--- src/rtl/hazard_scoreboard.sv ---
// Purpose: per-register countdown scoreboard deciding the ID-stage stall for variable-latency producers.
// Latency: stall/stall_br are combinational from ID inputs and registered counters; counters update each edge.
// Backpressure: stall holds PC and IF/ID and bubbles ID/EX; counters keep draining so every stall self-releases.
module hazard_scoreboard #(
  parameter int REG_ADDR_W = 4,
  parameter int NUM_REGS   = 2**REG_ADDR_W,
  parameter int LAT_W      = 3,
  parameter int BR_EXTRA   = 1,
  parameter int PERF_W     = 16
) (
  input  logic                  clk,
  input  logic                  rst_n,
  input  logic                  id_valid,
  input  logic [REG_ADDR_W-1:0] id_rs,
  input  logic [REG_ADDR_W-1:0] id_rt,
  input  logic                  id_use_rs,
  input  logic                  id_use_rt,
  input  logic                  id_br,
  input  logic                  id_st,
  input  logic                  id_rw,
  input  logic [REG_ADDR_W-1:0] id_rd,
  input  logic [LAT_W-1:0]      id_lat,
  input  logic                  flush,
  input  logic                  sb_clear,
  output logic                  stall,
  output logic                  stall_br,
  output logic [PERF_W-1:0]     stall_cycles
);

  localparam int LAT_MAX = 2**LAT_W - 1;

  // Entry 0 exists only to keep indexing simple; it is forced to zero and never read as busy.
  logic [LAT_W-1:0]  cnt_q  [NUM_REGS];
  logic [LAT_W-1:0]  cnt_d  [NUM_REGS];
  logic [LAT_W-1:0]  bcnt_q [NUM_REGS];
  logic [LAT_W-1:0]  bcnt_d [NUM_REGS];
  logic [PERF_W-1:0] stall_cycles_q;
  logic [PERF_W-1:0] stall_cycles_d;

  logic rs_act, rt_act;
  logic rs_alu_wait, rt_alu_wait, rs_br_wait, rt_br_wait;
  logic alu_wait, any_wait, issue, do_load;
  logic [LAT_W-1:0] bcnt_ld;
  int   br_sum;

  // Hazard decision from pre-update counters; store data in rt is forwarded one stage later, so it tolerates cnt==1.
  always_comb begin
    rs_act      = id_use_rs && (id_rs != '0);
    rt_act      = id_use_rt && (id_rt != '0);
    rs_alu_wait = rs_act && (cnt_q[id_rs] != '0);
    rt_alu_wait = rt_act && (id_st ? (cnt_q[id_rt] > LAT_W'(1)) : (cnt_q[id_rt] != '0));
    rs_br_wait  = rs_act && (bcnt_q[id_rs] != '0);
    rt_br_wait  = rt_act && (bcnt_q[id_rt] != '0);
    alu_wait    = rs_alu_wait || rt_alu_wait;
    any_wait    = id_br ? (rs_br_wait || rt_br_wait) : alu_wait;
    stall       = id_valid && !flush && any_wait;
    stall_br    = stall && !alu_wait;
    issue       = id_valid && !stall && !flush;
    do_load     = issue && id_rw && (id_rd != '0) && !sb_clear;
    br_sum      = int'(id_lat) + BR_EXTRA;
    bcnt_ld     = (br_sum > LAT_MAX) ? LAT_W'(LAT_MAX) : LAT_W'(br_sum);
  end

  // Next counter state: clear beats issue load, issue load beats the per-cycle decrement.
  always_comb begin
    cnt_d[0]  = '0;
    bcnt_d[0] = '0;
    for (int r = 1; r < NUM_REGS; r++) begin
      cnt_d[r]  = (cnt_q[r]  != '0) ? cnt_q[r]  - LAT_W'(1) : '0;
      bcnt_d[r] = (bcnt_q[r] != '0) ? bcnt_q[r] - LAT_W'(1) : '0;
      if (sb_clear) begin
        cnt_d[r]  = '0;
        bcnt_d[r] = '0;
      end else if (do_load && (id_rd == REG_ADDR_W'(r))) begin
        cnt_d[r]  = id_lat;
        bcnt_d[r] = bcnt_ld;
      end
    end
  end

  // Saturating count of stalled cycles.
  always_comb begin
    stall_cycles_d = stall_cycles_q;
    if (stall && (stall_cycles_q != '1)) begin
      stall_cycles_d = stall_cycles_q + PERF_W'(1);
    end
  end

  // State registers with synchronous active-low reset.
  always_ff @(posedge clk) begin
    if (!rst_n) begin
      for (int r = 0; r < NUM_REGS; r++) begin
        cnt_q[r]  <= '0;
        bcnt_q[r] <= '0;
      end
      stall_cycles_q <= '0;
    end else begin
      for (int r = 0; r < NUM_REGS; r++) begin
        cnt_q[r]  <= cnt_d[r];
        bcnt_q[r] <= bcnt_d[r];
      end
      stall_cycles_q <= stall_cycles_d;
    end
  end

  assign stall_cycles = stall_cycles_q;

endmodule

--- config.mk ---
export PLATFORM = sky130hd
export DESIGN_NAME = hazard_scoreboard
export DESIGN_NICKNAME = d
export VERILOG_FILES = /design/src/rtl/hazard_scoreboard.sv
export SDC_FILE = /design/constraint.sdc
export NUM_CORES = 1
export LEC_CHECK = 0
export CAP_MARGIN = 30
export CELL_PAD_IN_SITES_DETAIL_PLACEMENT = 0
export CELL_PAD_IN_SITES_GLOBAL_PLACEMENT = 1
export CORE_MARGIN = 10
export CORE_UTILIZATION = 25
export DETAILED_ROUTE_END_ITERATION = 10
export PLACE_DENSITY = 0.57
export SYNTH_ARGS = -nofsm -noshare
export SYNTH_HDL_FRONTEND = slang
export SYNTH_SLANG_ARGS = --single-unit
--- constraint.sdc ---
create_clock -name clk -period 4.8 [get_ports clk]
set_input_delay 0.96 -clock clk [delete_from_list [all_inputs] [get_ports clk]]
set_output_delay 0.96 -clock clk [all_outputs]
set_load 0.005 [all_outputs]
==> results of run 1 <==
sequential cells by signal, indices dropped and copies added, names as in the netlist:
| register | cells |
|---|---|
| bcnt_q | 45 |
| cnt_q | 45 |
| stall_cycles | 16 |
kinds of logic after synthesis:
family,after synthesis,share of synthesized area (%)
multiplexers,108,15.6
flip-flops,106,29.7
buffers and inverters,105,6.17
AND/OR/NAND/NOR,324,24.8
AO/OA/AOI/OAI,125,12.8
adder cells (fa/ha/maj),62,10.9
where the power goes:
part / switching (mW) / internal, mW / total [mW]
Sequential: 0.00164 / 0.880 / 0.881
Clock: 0.388 / 0.517 / 0.905
Combinational: 0.137 / 0.0959 / 0.233
Total: 0.526 / 1.49 / 2.02
area by class of cell:
class                   instances  area (um2)  area share, %
multi-input cells             619        4630           53.1
flip-flops and latches        106        2120           24.4
repair buffers                 98         896           10.3
well taps                     378         473           5.43
inverters                      65         244           2.80
clock buffers                   9         225           2.58
clock inverters                 7         125           1.44
tightest hold or removal path, delay by kind of cell, from the launching register on:
kind / cells / cell delay (ns)
flops: 1 / 0.33
simple gates: 1 / 0.06
mux: 1 / 0.05
cell usage after synthesis, types with 4 or more instances:
cell type and number:
a211oi_1 8, a21oi_1 33, a311oi_1 4, a31oi_1 4, and2_1 4, buf_2 4
buf_6 5, clkbuf_1 29, dfxtp_1 106, ha_1 62, inv_1 64, mux2_1 6
mux2_2 9, mux2i_1 92, nand2_1 119, nand2b_1 17, nand3_1 12, nand3b_1 4
nand4_1 5, nor2_1 47, nor2b_1 9, nor3_1 21, nor4_1 19, nor4_4 6
nor4b_1 8, o2111ai_1 4, o211ai_1 6, o211ai_2 9, o21ai_0 20, o21ai_1 8
o31ai_1 5, or3_1 30
stage by stage:
step,hold slack [ns],instance area [um2]
detailed placement,0.471,8270
global placement,0.467,8270
CTS,0.485,8670
global route,0.498,8710
finish,0.484,8710
floorplan,0.467,7130
how the worst max path moves through the flow:
stage,start,slack [ns],depth (start not counted),endpoint
2_1_floorplan,id_rt[0],0.91,8,stall_br
3_3_place_gp,id_rs[1],-0.11,12,stall_br
3_5_place_dp,id_rs[1],-0.11,12,stall_br
4_1_cts,id_rs[0],0.02,12,stall_br
5_1_grt,id_rs[2],0.007,11,stall_br
6_report,id_rs[2],0.12,11,stall_br
placed cells by master, fill, tap and decap left out, types with 6 or more instances in the layout:
master	instances
nand2_1	119
dfxtp_1	106
mux2i_1	92
inv_1	63
ha_1	62
buf_4	52
nor2_1	46
clkdlybuf4s50_1	37
a21oi_1	33
or3_1	30
o21ai_0	20
nor4_1	19
nor3_1	18
nand2b_1	17
nand3_1	12
nor2b_1	9
mux2_2	9
o211ai_2	9
clkbuf_16	9
nor4b_1	8
o21ai_1	8
a211oi_1	7
nor4_4	6
o211ai_1	6
mux2_1	6
routing by layer:
metal  track usage, %  up-vias  wire length (um)
met5                0        -                 0
met4             3.11        0               194
met3             2.22       10               673
met2             19.3       87              9980
met1             17.0     2857             11200
li1                 -     3054                 -
timing repair:
item,CTS,global route
resized for setup,7,12
setup endpoints to repair,1,1
gates cloned,1,0
setup buffers,0,1
pin swaps,2,5
==> metrics.md, run 1 <==
| Metric | Value |
|---|---|
| Status | `complete, no violations` |
| Nets | `986` |
| WP buf/inv | `4` |
| CP arrival | `3.72 ns` |
| Clk slew on worst S/H paths | `0.07 ns` |
| Synth async-reset ratio | `0%` |
| Layout Cells excl Fill | `1,282` |
| R2R cell count | `10` |
| HPWL Detailed | `15,700 um` |
| Core Rows | `61` |
| Initial core utilization | `25.5%` |
| Remaining DRCs | `0` |
| Final core utilization | `31.2%` |
| Fraction of layout cells with a size suffix above 1 | `14.2%` |
| CP cell instances | `clkdlybuf4s50_1 > or3b_1 > o32ai_2 > nor4_1 > a211oi_2 > nor3b_2 > buf_4 > nor3_4 > nor3b_2 > buf_4 > clkdlybuf4s50_1` |
| Crit Reg-Reg Startpoint | `cnt_q[8][2]` |
| Final RePlAce weighted congestion | `0.783` |
| CP max stage delay | `0.51 ns` |
| Hold Buf Count CTS | `0` |
| # diodes | `0` |
| Worst skew pair latency | `0.37 ns` |
| Clk root buf | `clkbuf_16` |
| Pin count of the biggest net entering global routing | `47` |
| Slew Limit Fails | `0` |
| Reg-to-Reg End | `bcnt_q[15][1]` |
| Number of synthesized flops with an enable pin | `0` |
| Syn Inst Count | `830` |
| Vias | `6,008` |
| Die span in y | `189 um` |
| Yosys top cell by area | `dfxtp_1` |
| Sequential fraction of the synthesis area | `29.7%` |
| Placed Cells | `1,264` |
| CTS max path bufs | `2` |
| Setup Slack @ Placement | `-0.109 ns` |
| Post-layout power | `2.02 mW` |
| WL per Instance | `17.2 um` |
| Yosys cell types | `65` |
| Yosys warns | `0` |
| Syn nets | `917` |
| Mapped cell area | `0.00713 mm2` |
| Area share of the largest cell type after synthesis | `29.7%` |
| Worst vdd ir | `0.167 mV` |
| Max-Cap Viols | `0` |
| Synth area leaders | `dfxtp_1 (30%), mux2i_1 (13%), ha_1 (11%)` |
| First-pass DRT Iterations | `4` |
| First-pass GRT wire length | `34,700 um` |
| Routed wire length | `22,000 um` |
| WS Path Type | `in -> out` |
| IO Port Bufs | `42` |
| Fillers | `2,980` |
| Initial antenna violation count | `0` |
| Slew headroom | `47.2%` |
| H-Tree Level Count | `3` |
| TritonCTS clock tree | `yes` |
| Power per Cell Area | `232 mW/mm2` |
| RSZ-0062 raised after global routing | `false` |
| WHS Endpoint | `stall_cycles[5]` |
| Worst Tran Pin Value | `0.790 ns` |
| Hold WC Path Type | `reg -> reg` |
| Total gr overflow | `0` |
| Syn avg cell area | `8.59 um2` |
| Post-route clock period utilization | `97.6%` |
| Leak Pwr | `3.87 nW` |
| Initial DRC Count | `340` |
| Fmax | `214 MHz` |
| Most used DFF post-synth | `dfxtp_1` |
| Die W | `189 um` |
| Crit end category | `primary output` |
| Min Tclk post-route | `4.68 ns` |
| #FFs+latches synth | `106` |
| Worst hold stages | `2` |
| Syn-to-layout area delta | `22.2%` |
| Slowest-stage cell, CP | `clkdlybuf4s50_1` |
| Die area | `0.0357 mm2` |
| Hold Vio Cnt, Final | `0` |
| Core Region | `0.0279 mm2` |
| R2r setup slk | `1.61 ns` |
| Final Setup Violations | `0` |
| Number of vias per cell | `4.69` |
| Vias in the first global route | `5,859` |
| Max Clock Skew | `0.0153 ns` |
| Setup ws final | `0.116 ns` |
| Clk sink count | `106` |
| Num CTS Buffers | `9` |
| Antenna Nets Post-Route | `0` |
| WP data required | `3.84 ns` |
| Max FO, Critical Path | `4` |
| Worst hold start | `stall_cycles[5]` |
| Delay-heaviest family, CP | `buffers and inverters` |
| Io pins | `43` |
| Setup Total Neg Slack | `0 ns` |
| Total GRT Usage | `12.3%` |
| CP Launch Type | `input pin` |
(Power assumes the default switching activity.)
==> inputs of run 2 (changes only) <==
ABC_AREA = 1   (was unset)
PLACE_DENSITY = 0.6   (was 0.57)
==> metrics.md, run 2 <==
| Metric | Value |
|---|---|
| Vias in the first global route | `6,208` |
| Initial core utilization | `25.4%` |
| CP cell instances | `clkdlybuf4s50_1 > nor2_1 > nand2_1 > nand2_1 > nor2_1 > nand3_1 > nand2_1 > nand2_1 > nand2_1 > nand3_2 > nand3_1 > nor2_1 > clkdlybuf4s50_1` |
| H-Tree Level Count | `3` |
| Slew headroom | `42.0%` |
| Clk slew on worst S/H paths | `0.07 ns` |
| IO Port Bufs | `42` |
| Routed wire length | `21,600 um` |
| Final Setup Violations | `0` |
| Die span in y | `191 um` |
| Syn Inst Count | `1,169` |
| Worst vdd ir | `0.159 mV` |
| Top-count cell post-synth | `nand2_1` |
| CP max stage delay | `0.65 ns` |
| Nets | `1,276` |
| Fraction of layout cells with a size suffix above 1 | `5.86%` |
| Commonest non-fill, non-tap cells in the layout | `nand2_1 (282), nor2_1 (280), inv_1 (153)` |
| Setup Slack @ Placement | `0.206 ns` |
| Syn-to-layout area delta | `14.0%` |
| Postcts setup bufs | `0` |
| Vias | `6,663` |
| Synth async-reset ratio | `0%` |
| Post-CTS resize count | `0` |
| WL per Instance | `13.7 um` |
| Max-Cap Viols | `0` |
| HPWL Detailed | `16,000 um` |
| Yosys top cell by area | `dfxtp_1` |
| WP data required | `3.84 ns` |
| Clk sink count | `106` |
| Syn avg cell area | `6.27 um2` |
| CP arrival | `3.59 ns` |
| Slowest-stage cell, CP | `clkdlybuf4s50_1` |
| Seq. cell area | `0.00212 mm2` |
| Setup ws final | `0.251 ns` |
| CTS max path bufs | `2` |
| Number of synthesized flops with an enable pin | `0` |
| Final RePlAce weighted congestion | `0.845` |
| Setup Total Neg Slack | `0 ns` |
| Slew Limit Fails | `0` |
| Area share of the largest cell type after synthesis | `28.9%` |
| CP Launch Type | `input pin` |
| #FFs+latches synth | `106` |
| Core Rows | `62` |
| Post-route clock period utilization | `94.8%` |
| Fillers | `3,290` |
| # diodes | `0` |
| Mapped cell area | `0.00733 mm2` |
| RSZ-0062 raised after global routing | `false` |
| Core Region | `0.0289 mm2` |
| Power per Cell Area | `224 mW/mm2` |
| Hold Buf Count CTS | `0` |
| Synth area leaders | `dfxtp_1 (29%), nand2_1 (14%), nor2_1 (14%)` |
| Io pins | `43` |
| Total gr overflow | `0` |
| Top cell by count, worst path | `nand2_1` |
| TritonCTS clock tree | `yes` |
| Total GRT Usage | `12.0%` |
| Syn nets | `1,256` |
| Most used DFF post-synth | `dfxtp_1` |
| Synth cell count leaders | `nand2_1 (282), nor2_1 (281), inv_1 (153), dfxtp_1 (106), nand3_1 (70)` |
| Antenna Nets Post-Route | `0` |
| Fmax | `220 MHz` |
| Initial DRC Count | `395` |
| Initial antenna violation count | `0` |
| Hold Vio Cnt, Final | `0` |
| Hold WC Path Type | `reg -> reg` |
| First-pass GRT wire length | `34,500 um` |
| Clk root buf | `clkbuf_16` |
| Die W | `191 um` |
| Worst skew pair latency | `0.37 ns` |
| Max Clock Skew | `0.0163 ns` |
| Sequential fraction of the synthesis area | `28.9%` |
| Commonest non-fill, non-tap cell in the layout | `nand2_1` |
| Yosys warns | `0` |
| Die area | `0.0366 mm2` |
| Worst Tran Pin Value | `0.868 ns` |
| Leak Pwr | `4.33 nW` |
| WS Path Type | `in -> out` |
| Number of vias per cell | `4.22` |
| Status | `complete, no violations` |
| Remaining DRCs | `0` |
| Yosys cell types | `36` |
| Num CTS Buffers | `9` |
| Max FO, Critical Path | `10` |
| Min Tclk post-route | `4.55 ns` |
| Crit end category | `primary output` |
| Pin count of the biggest net entering global routing | `40` |
| Footprint of the multi-input gates | `0.00435 mm2` |
| First-pass DRT Iterations | `5` |
==> run 2: cell types whose count changed in the layout (fill, tap and decap cells not counted), sizes merged, moves of 41 or more <==
cell and change:
inv +91, nor2 +236, buf -41, mux2i -92
nand2 +164, nand3 +62
==> run 2: layer usage <==
metal,track usage [%],wire (um)
met1,16.3,11000
met2,19.5,9890
met3,1.29,544
met4,3.61,265
met5,0,0
==> run 2: critical path, delay by kind of cell <==
family                 cells  cell delay, ns
buffers and inverters      2            1.21
AND/OR/NAND/NOR           11            1.42
==> run 2: per-stage QoR <==
| stage | instance area (um2) | hold slack [ns] | cells | util, % | power (mW) |
|---|---|---|---|---|---|
| floorplan | 7330 | 0.467 | 1169 | - | 1.02 |
| CTS | 8360 | 0.496 | 1578 | 29.0 | 1.91 |
| detailed placement | 8060 | 0.484 | 1562 | 27.9 | 1.10 |
| global placement | 8060 | 0.488 | 1562 | 27.9 | 1.11 |
| global route | 8360 | 0.544 | 1578 | 29.0 | 1.96 |
| finish | 8360 | 0.494 | 1578 | 29.0 | 1.87 |
==> run 2: report_power, final <==
part	switching [mW]	internal, mW	leakage [nW]
Combinational	0.136	0.0620	3.33
Sequential	0.00187	0.880	0.854
Clock	0.378	0.414	0.149
==> run 2: final timing paths <==
path | to | slack (ns) | startpoint | cells past startpoint
hold reg to reg | stall_cycles[15] | 0.49 | stall_cycles[15] | 2
hold / removal | stall_cycles[15] | 0.49 | stall_cycles[15] | 2
setup reg to reg | bcnt_q[13][1] | 2.13 | cnt_q[6][0] | 12
setup / recovery | stall_br | 0.25 | id_rs[1] | 13
==> run 2: layout make-up <==
| class | instances | area share [%] |
|---|---|---|
| multi-input combinational | 861 | 52.0 |
| sequential | 106 | 25.4 |
| inverter | 155 | 6.96 |
| timing repair buffer | 56 | 6.28 |
| tap | 384 | 5.74 |
| clock buffer | 10 | 2.74 |
| clock inverter | 6 | 0.868 |
==> run 2: cell families after synthesis <==
kind of cell,after synthesis,synth area share [%]
DFF,106,28.9
and+or+nand+nor,706,41.5
adders and majority gates,62,10.6
xor gates and xnor gates,8,0.955
buffers and inverters,202,11.8
AOI/OAI and AO/OA,85,6.26
